### src/rtl/spi_shift_engine_if.sv
// Parallel-side bus of the SPI shift engine: frame control, baud strobes,
// serial pins and the receive result.
interface spi_shift_engine_if #(
   parameter int DW = 8,
   parameter int CW = $clog2(DW)
);
   logic          ss_i;
   logic          start_i;
   logic          cpha_i;
   logic          lsbfe_i;
   logic [CW-1:0] frame_len_i;
   logic          launch_i;
   logic          sample_i;
   logic [DW-1:0] data_mosi_i;
   logic          miso_i;
   logic          mosi_o;
   logic [DW-1:0] data_miso_o;
   logic          rx_valid_o;
   logic          busy_o;
   logic          abort_o;

   modport master (
      output ss_i, start_i, cpha_i, lsbfe_i, frame_len_i, launch_i, sample_i,
             data_mosi_i, miso_i,
      input  mosi_o, data_miso_o, rx_valid_o, busy_o, abort_o
   );

   modport slave (
      input  ss_i, start_i, cpha_i, lsbfe_i, frame_len_i, launch_i, sample_i,
             data_mosi_i, miso_i,
      output mosi_o, data_miso_o, rx_valid_o, busy_o, abort_o
   );
endinterface

### src/rtl/spi_shift_engine.sv
// SPI shift engine: shifts one frame of up to DW bits out on mosi_o and in from
// miso_i, paced by external launch/sample strobes; slave select high aborts.
module spi_shift_engine #(
   parameter int DW = 8,
   parameter int CW = $clog2(DW)
) (
   input logic              PCLK,
   input logic              PRESET_n,
   spi_shift_engine_if.slave bus
);
   localparam logic [1:0] IDLE  = 2'd0;
   localparam logic [1:0] SHIFT = 2'd1;
   localparam logic [1:0] DONE  = 2'd2;

   logic [1:0]    state_q, state_d;
   logic [DW-1:0] tx_q, tx_d;
   logic [DW-1:0] rx_q, rx_d;
   logic [DW-1:0] data_miso_q, data_miso_d;
   logic [CW-1:0] len_q, len_d;
   logic [CW:0]   tx_idx_q, tx_idx_d;
   logic [CW:0]   cnt_q, cnt_d;
   logic          lsbfe_q, lsbfe_d;
   logic          mosi_q, mosi_d;
   logic          rx_valid_q, rx_valid_d;
   logic          abort_q, abort_d;

   logic [CW-1:0] len_eff, first_pos, tx_pos, rx_pos;
   logic [DW-1:0] rx_mask;

   always_comb begin
      len_eff   = (bus.frame_len_i > CW'(DW - 1)) ? CW'(DW - 1) : bus.frame_len_i;
      first_pos = bus.lsbfe_i ? '0 : len_eff;
      tx_pos    = lsbfe_q ? tx_idx_q[CW-1:0] : len_q - tx_idx_q[CW-1:0];
      rx_pos    = lsbfe_q ? cnt_q[CW-1:0] : len_q - cnt_q[CW-1:0];
      rx_mask   = '0;
      for (int i = 0; i < DW; i++) begin
         if (i <= int'(len_q)) rx_mask[i] = 1'b1;
      end

      state_d     = state_q;
      tx_d        = tx_q;
      rx_d        = rx_q;
      data_miso_d = data_miso_q;
      len_d       = len_q;
      tx_idx_d    = tx_idx_q;
      cnt_d       = cnt_q;
      lsbfe_d     = lsbfe_q;
      mosi_d      = mosi_q;
      rx_valid_d  = 1'b0;
      abort_d     = 1'b0;

      case (state_q)
         IDLE: begin
            if (bus.start_i && !bus.ss_i) begin
               tx_d    = bus.data_mosi_i;
               rx_d    = '0;
               len_d   = len_eff;
               lsbfe_d = bus.lsbfe_i;
               cnt_d   = '0;
               state_d = SHIFT;
               // Clock phase only matters here: cpha=0 preloads the first bit,
               // so the launch pointer then starts one bit ahead.
               if (!bus.cpha_i) begin
                  mosi_d   = bus.data_mosi_i[first_pos];
                  tx_idx_d = {{CW{1'b0}}, 1'b1};
               end else begin
                  tx_idx_d = '0;
               end
            end
         end
         SHIFT: begin
            if (bus.ss_i) begin
               state_d = IDLE;
               abort_d = 1'b1;
            end else begin
               if (bus.launch_i && (tx_idx_q <= {1'b0, len_q})) begin
                  mosi_d   = tx_q[tx_pos];
                  tx_idx_d = tx_idx_q + 1'b1;
               end
               if (bus.sample_i) begin
                  rx_d[rx_pos] = bus.miso_i;
                  cnt_d        = cnt_q + 1'b1;
                  if (cnt_q == {1'b0, len_q}) begin
                     state_d     = DONE;
                     rx_valid_d  = 1'b1;
                     data_miso_d = rx_d & rx_mask;
                  end
               end
            end
         end
         DONE:    state_d = IDLE;
         default: state_d = IDLE;
      endcase
   end

   always_ff @(posedge PCLK or negedge PRESET_n) begin
      if (!PRESET_n) begin
         state_q     <= IDLE;
         tx_q        <= '0;
         rx_q        <= '0;
         data_miso_q <= '0;
         len_q       <= '0;
         tx_idx_q    <= '0;
         cnt_q       <= '0;
         lsbfe_q     <= 1'b0;
         mosi_q      <= 1'b0;
         rx_valid_q  <= 1'b0;
         abort_q     <= 1'b0;
      end else begin
         state_q     <= state_d;
         tx_q        <= tx_d;
         rx_q        <= rx_d;
         data_miso_q <= data_miso_d;
         len_q       <= len_d;
         tx_idx_q    <= tx_idx_d;
         cnt_q       <= cnt_d;
         lsbfe_q     <= lsbfe_d;
         mosi_q      <= mosi_d;
         rx_valid_q  <= rx_valid_d;
         abort_q     <= abort_d;
      end
   end

   assign bus.mosi_o      = mosi_q;
   assign bus.data_miso_o = data_miso_q;
   assign bus.rx_valid_o  = rx_valid_q;
   assign bus.busy_o      = (state_q == SHIFT);
   assign bus.abort_o     = abort_q;
endmodule

### src/flat_wrapper.sv
// flat-port wrapper written by rule: the top's interface ports become plain ports
module spi_shift_engine_flat 
#(
   parameter int DW = 8,
   parameter int CW = $clog2(DW)
)
  (PCLK, PRESET_n, bus_ss_i, bus_start_i, bus_cpha_i, bus_lsbfe_i, bus_frame_len_i, bus_launch_i, bus_sample_i, bus_data_mosi_i, bus_miso_i, bus_mosi_o, bus_data_miso_o, bus_rx_valid_o, bus_busy_o, bus_abort_o);
  spi_shift_engine_if #(.DW(DW), .CW(CW)) bus_i ();
  input logic PCLK;
  input logic PRESET_n;
  input wire logic [$bits(bus_i.ss_i)-1:0] bus_ss_i;
  input wire logic [$bits(bus_i.start_i)-1:0] bus_start_i;
  input wire logic [$bits(bus_i.cpha_i)-1:0] bus_cpha_i;
  input wire logic [$bits(bus_i.lsbfe_i)-1:0] bus_lsbfe_i;
  input wire logic [$bits(bus_i.frame_len_i)-1:0] bus_frame_len_i;
  input wire logic [$bits(bus_i.launch_i)-1:0] bus_launch_i;
  input wire logic [$bits(bus_i.sample_i)-1:0] bus_sample_i;
  input wire logic [$bits(bus_i.data_mosi_i)-1:0] bus_data_mosi_i;
  input wire logic [$bits(bus_i.miso_i)-1:0] bus_miso_i;
  output wire logic [$bits(bus_i.mosi_o)-1:0] bus_mosi_o;
  output wire logic [$bits(bus_i.data_miso_o)-1:0] bus_data_miso_o;
  output wire logic [$bits(bus_i.rx_valid_o)-1:0] bus_rx_valid_o;
  output wire logic [$bits(bus_i.busy_o)-1:0] bus_busy_o;
  output wire logic [$bits(bus_i.abort_o)-1:0] bus_abort_o;
  assign bus_i.ss_i = bus_ss_i;
  assign bus_i.start_i = bus_start_i;
  assign bus_i.cpha_i = bus_cpha_i;
  assign bus_i.lsbfe_i = bus_lsbfe_i;
  assign bus_i.frame_len_i = bus_frame_len_i;
  assign bus_i.launch_i = bus_launch_i;
  assign bus_i.sample_i = bus_sample_i;
  assign bus_i.data_mosi_i = bus_data_mosi_i;
  assign bus_i.miso_i = bus_miso_i;
  assign bus_mosi_o = bus_i.mosi_o;
  assign bus_data_miso_o = bus_i.data_miso_o;
  assign bus_rx_valid_o = bus_i.rx_valid_o;
  assign bus_busy_o = bus_i.busy_o;
  assign bus_abort_o = bus_i.abort_o;
  spi_shift_engine #(.DW(DW), .CW(CW)) u_core (.PCLK(PCLK), .PRESET_n(PRESET_n), .bus(bus_i));
endmodule
### config.mk
export PLATFORM = sky130hd
export DESIGN_NAME = spi_shift_engine_flat
export DESIGN_NICKNAME = d
export VERILOG_FILES = /design/src/rtl/spi_shift_engine_if.sv /design/src/rtl/spi_shift_engine.sv /design/src/flat_wrapper.sv
export SDC_FILE = /design/constraint.sdc
export NUM_CORES = 1
export LEC_CHECK = 0
export BUFFER_PORTS_ARGS = -buffer_cell sky130_fd_sc_hd__clkbuf_2
export CORE_MARGIN = 10
export CORE_UTILIZATION = 30
export CTS_CLUSTER_DIAMETER = 40
export DETAILED_ROUTE_END_ITERATION = 8
export PLACE_DENSITY = 0.52
export SLEW_MARGIN = 15
export SYNTH_ARGS = -nofsm -noshare
export SYNTH_HDL_FRONTEND = slang
export SYNTH_SLANG_ARGS = --single-unit
### constraint.sdc
create_clock -name PCLK -period 2.4 [get_ports PCLK]
set_input_delay 0.12 -clock PCLK [delete_from_list [all_inputs] [get_ports PCLK]]
set_output_delay 0.12 -clock PCLK [all_outputs]
set_load 0.005 [all_outputs]
==> metrics.md <==
| Metric | Value |
|---|---|
| Clock Tree Root | clkbuf_8 |
| Worst path arrival time | 2.44 ns |
| Worst slew pin tran | 0.665 ns |
| Syn_nets | 291 |
| Pre-antenna DRT Iters | 4 |
| CTS Buf Count | 5 |
| IO buf count | 31 |
| Via total after detailed routing | 1972 |
| Number of synthesized register bits | 41 |
| WHS Endpoint | u_core.bus.abort_o |
| Initial antenna violation count | 0 |
| Sequential Power Share | 36.5% |
| Clk Latency, worst-skew pair | 0.29 ns |
| Worst Hold Class | input pin to register |
| # nets final | 330 |
| Gr usage total | 9.82% |
| Pint | 0.00157 W |
| PD cells | 889 mW/mm^2 |
| CTS tree | done |
| RSZ-0062 raised after global routing | no |
| Switching power | 0.00105 W |
| Peak fanout along the critical path | 4 |
| Largest net degree at the start of global routing | 42 |
| Crit path launch type | register |
| Top cell type's share of synthesized area | 41.2% |
| Clock Skew | 0.00592 ns |
| Num rows | 33 |
| Die Y | 111 um |
| Total of max-cap violations | 0 |
| EDFF count, synth | 0 |
| R2R depth | 9 |
| P_leak | 1.29 nW |
| Fin crit share | 95.4% |
| Synth top area cells | dfrtp_1 41%, nand2_1 5.4%, mux2_2 5.0% |
| Die ar. | 0.0123 sq mm |
| Post-Synthesis Cells | 260 |
| Placer congestion estimate | 0.752 |
| Endpoints failing hold | 0 |
| # IOs | 32 |
| Slowest CP cell | or3_4 |
| Switch share | 40.0% |
| Max-slew violation count | 0 |
| Chip Width | 111 um |
| Worst path cell trace | inv_2 > ha_1 > inv_1 > fa_2 > xor2_2 > or3_4 > a21oi_4 > mux2i_1 > o31ai_1 |
| Reg2reg end | u_core.bus.data_miso_o[5] |
| Maximum vdd drop | 0.231 mV |
| H-Tree Level Count | 2 |
| Clock slew at reported path FFs | 0.08 ns |
| Fmax | 437 MHz |
| Area leader, netlist | dfrtp_1 |
| Synth cell types | 45 |
| Combinational Power Share | 46.9% |
| Final Hold Slack | 0.0650 ns |
| Layout area overhead | 18.6% |
| First-pass GRT wire length | 10200 um |
| Postcts setup bufs | 0 |
| Final HPWL DP | 4460 um |
| Final setup viols | 0 |
| WS Path Type | register to register |
| Status | finished, final reports clean |
| Worst r2r src | u_core.len_q[0] |
| Congestion Overflow GR | 0 |
| R2r setup slk | 0.11 ns |
| CORE AREA | 0.00813 sq mm |
| Mapped Area | 0.00249 sq mm |
| Main synth FF type | dfrtp_1 |
| Post-route minimum period | 2.29 ns |
| Routed wire per std cell | 15.1 um |
| Detail Route Antenna Nets | 0 |
| Power share of the clock group | 16.6% |
| Relative slew slack | 55.7% |
| Hold path depth | 2 |
| # diodes | 0 |
| DRT Wirelength | 6100 um |
| Clk buf depth | 2 |
| Count leader, synth | dfrtp_1 |
| WP data required | 2.55 ns |
| Ys async rst share | 100% |
| Critical Path Max Stage Delay | 0.45 ns |
| Hold Path Origin | bus_ss_i |
| Num Clock Sinks | 41 |
| Seq/Total Area, Yosys | 41.2% |
| Number of global-route vias before repair | 1973 |
| Share of cells above drive strength 1 | 26.7% |
| Syn. warnings | 0 |
| Setup tns final | 0 ns |
| Synth top cells by count | 41 x dfrtp_1, 36 x nand2_1, 14 x nand3_1, 13 x o21ai_0 |
| Critical path endpoint category | register |
| Initial Util | 30.6% |
| Iteration-0 DRC count of the detailed router | 97 |
| Syn Area/Cell | 9.58 sq um |
| Remaining DRCs | 0 |
| Vias per cell | 4.87 |
-- kinds of logic (layout without fill, tap and decap cells) --
kind of cell	count (synthesis)	after routing	share of synthesized area, %
adders and majority gates	11	11	6.13
buffers and inverters	23	63	4.02
muxes	22	22	9.39
and+or+nand+nor	97	97	20.3
DFF	41	41	41.2
AOI/OAI and AO/OA	61	61	16.9
xor gates and xnor gates	5	5	2.06
-- flip-flops by register name, summed over array words and instances (netlist names), 2 cells and up --
| signal | cells |
|---|---|
| u_core.bus.data_miso_o | 8 |
| u_core.cnt_q | 4 |
| u_core.len_q | 3 |
| u_core.rx_q | 8 |
| u_core.state_q | 2 |
| u_core.tx_idx_q | 4 |
| u_core.tx_q | 8 |
-- metrics by stage --
step	cell area (sq um)	std cells	setup slack (ns)	power, W	util (%)
3_3_place_gp	2810	396	0.133	0.00214	34.6
5_1_grt	2950	405	0.00598	0.00285	36.3
2_1_floorplan	2490	260	0.151	0.00179	-
6_report	2950	405	0.111	0.00262	36.3
3_5_place_dp	2810	396	0.0827	0.00214	34.6
4_1_cts	2910	405	0.0724	0.00260	35.7
-- layout make-up --
class / instances / area (sq um)
clock buffer: 6 / 72.6
clock inverter: 2 / 10.0
fill: 829 / 5180
inverter: 10 / 37.5
multi-input combinational: 196 / 1410
sequential: 41 / 1030
tap: 105 / 131
timing repair buffer: 45 / 263
-- power by group through the flow --
stage	clock network (W)	logic, W	registers [W]
floorplan	0	0.000850	0.000943
global placement	0	0.00118	0.000966
detailed placement	0	0.00117	0.000970
CTS	0.000464	0.00118	0.000956
global route	0.000486	0.00138	0.000983
finish	0.000435	0.00123	0.000957
-- worst max path at each step --
stage | endpoint | startpoint | slack, ns
after detailed placement | u_core.bus.data_miso_o[7] | u_core.len_q[0] | 0.08
after global placement | u_core.bus.data_miso_o[7] | u_core.len_q[0] | 0.13
after global routing | u_core.bus.data_miso_o[4] | u_core.len_q[0] | 0.006
final | u_core.bus.data_miso_o[5] | u_core.len_q[0] | 0.11
after CTS | u_core.bus.data_miso_o[7] | u_core.len_q[0] | 0.07
after floorplan | u_core.bus.data_miso_o[6] | u_core.len_q[0] | 0.15
-- per-layer routing --
metal,global-route usage [%],share of wire (%),routed length (um),vias to the layer above
met1,12.7,48,2910,925
met3,1.95,3.9,236,8
met4,4.37,1.7,106,0
met2,15.3,47,2850,39
li1,-,-,-,1000
met5,0,0,0,-
-- layout by cell type (no fill, tap or decap), drive strengths merged, types with 2 or more instances in the layout --
master	synthesis	routed
inv	10	10
nor2	10	10
clkinv	0	2
a21oi	12	12
nor3	8	8
nand3b	3	3
mux2	11	11
nand3	14	14
clkbuf	6	37
xor2	5	5
buf	7	13
a31oi	4	4
a22oi	2	2
nor3b	2	2
and2	3	3
nand2b	8	8
mux2i	11	11
o211ai	10	10
fa	2	2
dfrtp	41	41
ha	9	9
nand2	36	36
nor2b	8	8
nand4	2	2
o21ai	15	15
o31ai	7	7
-- what timing repair did --
item,in CTS,in global routing
gates resized for setup,0,9
hold buffers,1,0
endpoints found under the setup margin,0,8
endpoints found under the hold margin,41,0
-- worst max-delay path, delay by kind of cell (launching register included) --
kind	cells	cell delay, ns
xor+xnor	1	0.21
simple gates	1	0.45
fa+ha+maj	2	0.48
mux	1	0.21
compound gates	2	0.29
flops	1	0.39
buf+inv	2	0.12
Note: power is estimated with default switching activity, not from simulation.
